## config.mk

```make
export PLATFORM = sky130hd
export DESIGN_NAME = snax_acc_csr_responder
export DESIGN_NICKNAME = d
export VERILOG_FILES = /design/src/rtl/snax_acc_csr_responder.sv
export SDC_FILE = /design/constraint.sdc
export NUM_CORES = 1
export LEC_CHECK = 0
export CORE_ASPECT_RATIO = 1.4
export CORE_MARGIN = 1
export CORE_UTILIZATION = 37
export DETAILED_ROUTE_END_ITERATION = 10
export MAX_ROUTING_LAYER = met4
export PLACE_DENSITY = 0.62
export SETUP_SLACK_MARGIN = 0.05
export SYNTH_ARGS = -nofsm -noshare
export SYNTH_HDL_FRONTEND = slang
export SYNTH_SLANG_ARGS = --single-unit
export TNS_END_PERCENT = 100
```

## constraint.sdc

```tcl
create_clock -name clk_i -period 8.28 [get_ports clk_i]
set_input_delay 1.242 -clock clk_i [delete_from_list [all_inputs] [get_ports clk_i]]
set_output_delay 1.242 -clock clk_i [all_outputs]
set_load 0.03 [all_outputs]
```

## src/rtl/snax_acc_csr_responder.sv

```systemverilog
// snax_acc_csr_responder: CSR responder on the Snitch accelerator offload port.
// Decodes offloaded CSRRW/CSRRS, holds config regs, starts the datapath, queues responses.
module snax_acc_csr_responder #(
  parameter logic [11:0] CsrBase  = 12'h3c0,
  parameter int unsigned NumRegs  = 8,
  parameter int unsigned RspDepth = 2
) (
  input  logic                        clk_i,
  input  logic                        rst_i,
  input  logic                        acc_qvalid_i,
  output logic                        acc_qready_o,
  input  logic [4:0]                  acc_qid_i,
  input  logic [31:0]                 acc_qdata_op_i,
  input  logic [31:0]                 acc_qdata_arga_i,
  output logic                        acc_pvalid_o,
  input  logic                        acc_pready_i,
  output logic [4:0]                  acc_pid_o,
  output logic [31:0]                 acc_pdata_o,
  output logic                        acc_perror_o,
  output logic [(NumRegs-2)*32-1:0]   csr_cfg_o,
  output logic                        start_o,
  input  logic                        busy_i,
  input  logic                        done_i
);

  localparam int unsigned NCfg = NumRegs - 2;
  localparam int unsigned PW = (RspDepth > 1) ? $clog2(RspDepth) : 1;
  localparam int unsigned CW = $clog2(RspDepth + 1);
  localparam int unsigned EW = 38;

  logic [NCfg-1:0][31:0] r_cfg;
  logic                  r_drop;
  logic [15:0]           r_done_cnt;
  logic                  r_start;
  logic [EW-1:0]         r_mem [RspDepth];
  logic [PW-1:0]         r_wptr;
  logic [PW-1:0]         r_rptr;
  logic [CW-1:0]         r_cnt;

  logic [2:0]    w_funct3;
  logic [11:0]   w_idx;
  logic          w_inrange;
  logic          w_is_wr;
  logic          w_is_rd;
  logic          w_accept;
  logic          w_wr_ok;
  logic          w_push;
  logic          w_pop;
  logic [31:0]   w_rdata;
  logic          w_rerr;
  logic [EW-1:0] w_head;
  logic          w_unused;

  assign w_funct3  = acc_qdata_op_i[14:12];
  assign w_idx     = acc_qdata_op_i[31:20] - CsrBase;
  assign w_inrange = (w_idx < 12'(NumRegs));
  assign w_is_wr   = (w_funct3 == 3'b001);
  assign w_is_rd   = (w_funct3 == 3'b010);
  assign w_unused  = ^{acc_qdata_op_i[19:15], acc_qdata_op_i[11:0]};

  assign acc_qready_o = (r_cnt < CW'(RspDepth));
  assign w_accept     = acc_qvalid_i & acc_qready_o;
  assign w_wr_ok      = w_accept & w_is_wr & w_inrange;
  assign w_push       = w_accept & ~w_is_wr;
  assign w_pop        = acc_pvalid_o & acc_pready_i;

  always_comb begin
    w_rdata = '0;
    w_rerr  = 1'b1;
    if (w_is_rd && w_inrange) begin
      w_rerr = 1'b0;
      if (w_idx == 12'd0) begin
        w_rdata = {30'b0, r_drop, 1'b0};
      end else if (w_idx == 12'd1) begin
        w_rdata = {busy_i, 15'b0, r_done_cnt};
      end else begin
        for (int i = 0; i < int'(NCfg); i++) begin
          if (w_idx == 12'(i + 2)) w_rdata = r_cfg[i];
        end
      end
    end
  end

  function automatic logic [PW-1:0] ptr_inc(input logic [PW-1:0] p);
    if (p == PW'(RspDepth - 1)) return '0;
    return p + 1'b1;
  endfunction

  // CTRL: bit0 requests a start, bit1 clears the sticky drop flag
  always_ff @(posedge clk_i) begin
    if (rst_i) begin
      r_cfg      <= '0;
      r_drop     <= 1'b0;
      r_start    <= 1'b0;
      r_done_cnt <= '0;
    end else begin
      r_start <= w_wr_ok && (w_idx == 12'd0) &&
                 acc_qdata_arga_i[0] && !busy_i;
      if (w_wr_ok && (w_idx == 12'd0)) begin
        if (acc_qdata_arga_i[1]) begin
          r_drop <= 1'b0;
        end else if (acc_qdata_arga_i[0] && busy_i) begin
          r_drop <= 1'b1;
        end
      end
      for (int i = 0; i < int'(NCfg); i++) begin
        if (w_wr_ok && (w_idx == 12'(i + 2))) begin
          r_cfg[i] <= acc_qdata_arga_i;
        end
      end
      if (done_i) r_done_cnt <= r_done_cnt + 16'd1;
    end
  end

  always_ff @(posedge clk_i) begin
    if (rst_i) begin
      r_wptr <= '0;
      r_rptr <= '0;
      r_cnt  <= '0;
    end else begin
      if (w_push) r_wptr <= ptr_inc(r_wptr);
      if (w_pop)  r_rptr <= ptr_inc(r_rptr);
      if (w_push && !w_pop) begin
        r_cnt <= r_cnt + 1'b1;
      end else if (!w_push && w_pop) begin
        r_cnt <= r_cnt - 1'b1;
      end
    end
  end

  always_ff @(posedge clk_i) begin
    if (w_push) r_mem[r_wptr] <= {acc_qid_i, w_rdata, w_rerr};
  end

  assign w_head       = r_mem[r_rptr];
  assign acc_pvalid_o = (r_cnt != '0);
  assign acc_pid_o    = acc_pvalid_o ? w_head[37:33] : '0;
  assign acc_pdata_o  = acc_pvalid_o ? w_head[32:1] : '0;
  assign acc_perror_o = acc_pvalid_o ? w_head[0] : 1'b0;
  assign csr_cfg_o    = r_cfg;
  assign start_o      = r_start;

endmodule
```

======== After elaboration in Yosys (flattened, before gate mapping) ========
Memories as Yosys holds them, arrays and structs flattened. A register that Yosys moved wholly into a read port is not among the register bits.
Index checks and enable logic that the tools add are counted.
storage, ports and cells
  flip-flop bits (word level) ............. 214
  memory bits (writable) .................. 76
  input port bits ......................... 75
  output and inout bits ................... 233
  logic and storage cells ................. 88
  memories ................................ 1
memory list
  memory  depth  bits a word  rd ports  clocked after Yosys merged registers in  wr ports  RTL line  source
  r_mem   2      38           1         1                                        1         35        logic [EW-1:0] r_mem [RspDepth];
operators by class
  $add $sub $neg .......................... 6
  order comparisons ....................... 2
  equality and inequality tests ........... 9
  muxes and demuxes ....................... 31
  bitwise logic cells ..................... 6
  reductions and logical operators ........ 21
operators by type and width
  operator                number
  $mux 32                 10
  $eq 12x3->1 const B     4
  $eq 12x2->1 const B     2
  $mux 1                  18
  $add 16x1->16 const B   1
  $logic_and 1x1->1       13
  $eq 12x1->1 const B     1
  $logic_not 12->1        1
  $lt 12x4->1 const B     1
  $sub 12x10->12 const B  1
  $reduce_bool 2->1       3
  $and 1x1->1             5
  $mux 5                  1
  $mux 2                  2
  $eq 3x1->1 const B      1
  $eq 3x2->1 const B      1
  $logic_not 1->1         3
  $add 1x1->1 const B     2
  $add 2x1->2 const B     1
  $lt 2x2->1 const B      1
  $reduce_and 2->1        1
  $sub 2x1->2 const B     1
  $not 1->1               1

======== Logic depth before layout (Yosys ltp) ========
  word-level depth ........................ 11
  depth in mapped cells ................... 8
  mapped depth without buffers ............ 7

======== Worst setup path after synthesis ========
No wires, ideal clock.
  path kind ............................... input-to-reg
  from .................................... input port acc_qdata_op_i[12]
  to ...................................... memory r_mem[0][0] (enable)
  setup time .............................. 0.481 ns
  arrival time ............................ 4.030 ns
  required time ........................... 7.799 ns
  path slack .............................. 3.769 ns
  stages .................................. 2
  buffers on the path ..................... 0
  cell sequence ........................... nor3b_1 -> nor3_1
between the ends
  longest elaborated chain between the ends .. 5
ends and longest elaborated chain
  item                          RTL line  source
  start: declaration            13        input logic [31:0] acc_qdata_op_i,
  $eq 3x1->1                    57        assign w_is_wr = (w_funct3 == 3'b001);
  $not 1->1                     64        assign w_push = w_accept & ~w_is_wr;
  $and 1x1->1                   64
  $mux 1                        132       if (w_push) r_mem[r_wptr] <= {acc_qid_i, w_rdata, w_rerr};
  $mux 1 (not written as such)  132
  end: declaration              35
No other way between the ends.

======== Worst setup path after layout ========
  from .................................... input port acc_qdata_op_i[31]
  to ...................................... register r_cfg, in the netlist csr_cfg_o[70]
between the ends
  longest elaborated chain between the ends .. 4
  elaborated cells between the ends (all ways) .. 5
  those cells by class .................... add/sub: 1; order compare: 1; eq/ne: 1; bitwise: 1; reduce/logical: 1
ends and longest elaborated chain
  item                            RTL line  source
  $sub 12x10->12 *                55        assign w_idx = acc_qdata_op_i[31:20] - CsrBase;
  $lt 12x4->1                     56        assign w_inrange = (w_idx < 12'(NumRegs));
  $and 1x1->1                     63        assign w_wr_ok = w_accept & w_is_wr & w_inrange;
  $logic_and 1x1->1 *             107       if (w_wr_ok && (w_idx == 12'(i + 2))) begin
  end signal: indexed assignment  108       r_cfg[i] <= acc_qdata_arga_i;
  end: declaration                31        logic [NCfg-1:0][31:0] r_cfg;
Every way passes the cells marked *; elsewhere a longest branch is shown, timed or not.
A chain may end at the register's enable or synchronous reset.

==> flow_metrics.tcl <==
set metrics [dict create \
    async_flop_share 0 \
    route.detailed.drc 0 \
    synth_area_leaders "dfxtp_1 (32%), mux2i_1 (19%), edfxtp_1 (17%), nand2b_1 (11%), nor2_1 (2.1%)" \
    synth_area_per_cell_sq_um 10.6 \
    die_area_sq_um 37400 \
    syn_area_sq_um 13500 \
    post-route-period-util 0.602 \
    clock_latency_ns 0.57 \
    reg2reg_slack_ns 5.51 \
    syn_inst 1276 \
    end_kind "flip-flop" \
    hpwlAfterDp_mm 29.4 \
    cts_setup_buffers 0 \
    fp.dieH_um 228 \
    fin_nets 1594 \
    final_common_cell "clkdlybuf4s50_1" \
    num_vias 10400 \
    hold_path_depth 2 \
    path_max_fanout 25 \
    viasPerCell 5.21 \
    ant_nets 0 \
    synth_top_cell_by_area "dfxtp_1" \
    initial_core_util 0.377 \
    yosysWarningCount 0 \
    cp.arrival_ns 5.42 \
    cts_sinks 291 \
    top_layer "met4" \
    finalSetupTns_ns 0 \
    clock.fmax_mhz 201 \
    syn-num-nets 1353 \
    wl_mm 43.1 \
    power_frac_comb 0.181 \
    swShare 0.274 \
    final_cell_mix "clkdlybuf4s50_1 (287), mux2i_1 (263), nand2b_1 (237)" \
    gr-total-overflow 0 \
    fin_worst_skew_ns 0.0226 \
    drtPass1Iterations 5 \
    ys_types 48 \
    antenna_found_initial 1 \
    ys.flop_type "dfxtp_1" \
    drv_cap 0 \
    outcome "complete, no violations" \
    synth_edf_count 76 \
    cts_resized 0 \
    crit_path_cell_trace "clkdlybuf4s50_1 -> nor3_4 -> nand4_1 -> buf_4 -> mux2i_1" \
    rsz0062_at_grt "no" \
    grt_max_degree 248 \
    yosysSeqAreaShare 0.486 \
    power.internal_uw 2670 \
    coreArea_sq_um 35900 \
    relSlewSlack 0.214 \
    setup_viol 0 \
    p_per_area_nw_per_um2 206 \
    crit_type "in -> reg" \
    slowest_stage "nor3_4" \
    p_seq_frac 0.423 \
    grt_pass1_vias 10600 \
    critical-path-max-stage-delay_ns 1.18 \
    reg2reg_depth 5 \
    ys_seq_elements 291 \
    finalHoldViolations 0 \
    core.rowCount 82 \
    clock_path_buffers 3 \
    startpoint_type "input pin" \
    drt_iter0_markers 666 \
    holdCritPathClass "reg -> reg" \
    pre_cts_ws_ns 2.64 \
    synth_top_area_frac 0.318 \
    fin_ws_ns 3.30 \
    wl_met3_mm 2.57 \
    grt_usage 0.234 \
    io_pins 308 \
    r2r_end "csr_cfg_o[70]" \
    p_sw_uw 1010 \
    drive_gt1_frac 0.0649 \
    crit_path_end "csr_cfg_o[70]" \
    die-width_um 164 \
    worstPathRequired_ns 8.71 \
    place_congestion 0.817 \
    clock-root-buffer "clkbuf_16" \
    m1WireLength_mm 16.2 \
    cp-startpoint "acc_qdata_op_i[31]" \
    cts_tree "yes" \
    min_period_ns 4.98 \
    timing.rr.start "r_cnt[1]" \
    hold_buffers 0 \
    cts-htree-levels 1 \
    leakagePower_uw 0.00726 \
    numPortBuffers 290 \
    numCtsBuffers 30 \
    ir_drop_mv 0.143 \
    grt_pass1_wl_mm 64.6 \
    clkSlewWorstSetupHoldPaths_ns 0.06 \
    wl_met2_mm 22.6 \
    post_drt_wl_per_cell_um 21.5 \
    areaGrowthSynthToFinish_pct 31.7 \
    power.share.clock 0.396 \
    slew_viol_final 0 \
    tightest_slew_ns 1.18 \
]
## cells in the mapped netlist, types with 9 or more instances
cell	count
mux2i_1	263
nand2b_1	237
dfxtp_1	215
nor2_1	77
edfxtp_1	76
clkbuf_1	64
a22oi_1	33
o21ai_0	31
buf_2	27
a21oi_1	21
nand2_1	21
nor3_1	21
nor2b_1	17
o2bb2ai_1	17
a32o_1	15
mux2_2	15
o22ai_1	15
inv_1	14
nand4_1	10
xor2_1	10
a22o_1	9
## per-layer routing
layer / up-vias / GRT usage
li1: 5002 / -
met1: 5089 / 0.249
met5: - / -
met2: 287 / 0.418
met3: 69 / 0.0486
met4: 0 / 0.0906
## metrics by stage
step	power [uW]	instance area, sq um	cells	util	hold slack [ns]
4_1_cts	3720	17800	2003	0.497	0.495
2_1_floorplan	1990	13500	1276	-	0.455
3_3_place_gp	2260	16800	1947	0.467	0.465
6_report	3670	17800	2004	0.497	0.489
3_5_place_dp	2260	16800	1947	0.467	0.484
5_1_grt	3810	17800	2004	0.497	0.513
## flip-flops by register name, summed over array words and instances (netlist names), named ones only
signal	flops
r_done_cnt	16
r_mem	76
csr_cfg_o	192
r_cnt	2
start_o	1
r_drop	1
r_wptr	1
r_rptr	1
## power by group through the flow
| stage | registers, uW | clock network, uW | logic, uW |
|---|---|---|---|
| detailed placement | 1580 | 0 | 677 |
| finish | 1550 | 1460 | 664 |
| floorplan | 1570 | 0 | 424 |
| global route | 1560 | 1540 | 708 |
| global placement | 1580 | 0 | 674 |
| CTS | 1550 | 1490 | 677 |
## cell type report
cell class,instances,area [sq um]
Inverter,14,52.6
Fill cell,3351,18100
Antenna cell,1,2.50
Sequential cell,291,6590
Clock inverter,16,213
Multi-Input combinational cell,872,6510
Timing Repair Buffer,308,3040
Clock buffer,40,860
Tap cell,462,578
## cell families (layout without fill, tap and decap cells)
family	Yosys count	in the layout	share of synthesized area
AO/OA/AOI/OAI	157	157	0.0817
XOR/XNOR	16	16	0.0103
buffers and inverters	113	378	0.0346
adder cells (fa/ha/maj)	2	2	0.00185
AND/OR/NAND/NOR	419	419	0.178
other	0	1	0
flip-flops	291	291	0.486
multiplexers	278	278	0.207
## how the worst min path moves through the flow
stage                               from        endpoint  slack, ns
after global placement    r_done_cnt[15]  r_done_cnt[15]       0.47
after detailed placement   csr_cfg_o[63]   csr_cfg_o[63]       0.48
final                      csr_cfg_o[64]   csr_cfg_o[64]       0.49
after CTS                  csr_cfg_o[46]   csr_cfg_o[46]       0.49
after floorplan           r_done_cnt[15]  r_done_cnt[15]       0.46
after global routing        csr_cfg_o[4]    csr_cfg_o[4]       0.51
## worst max-delay path, delay by kind of cell
family        cells  cell delay, ns
simple gates      2            2.35
mux               1            0.17
buf+inv           2            1.60
(Power assumes the default switching activity.)
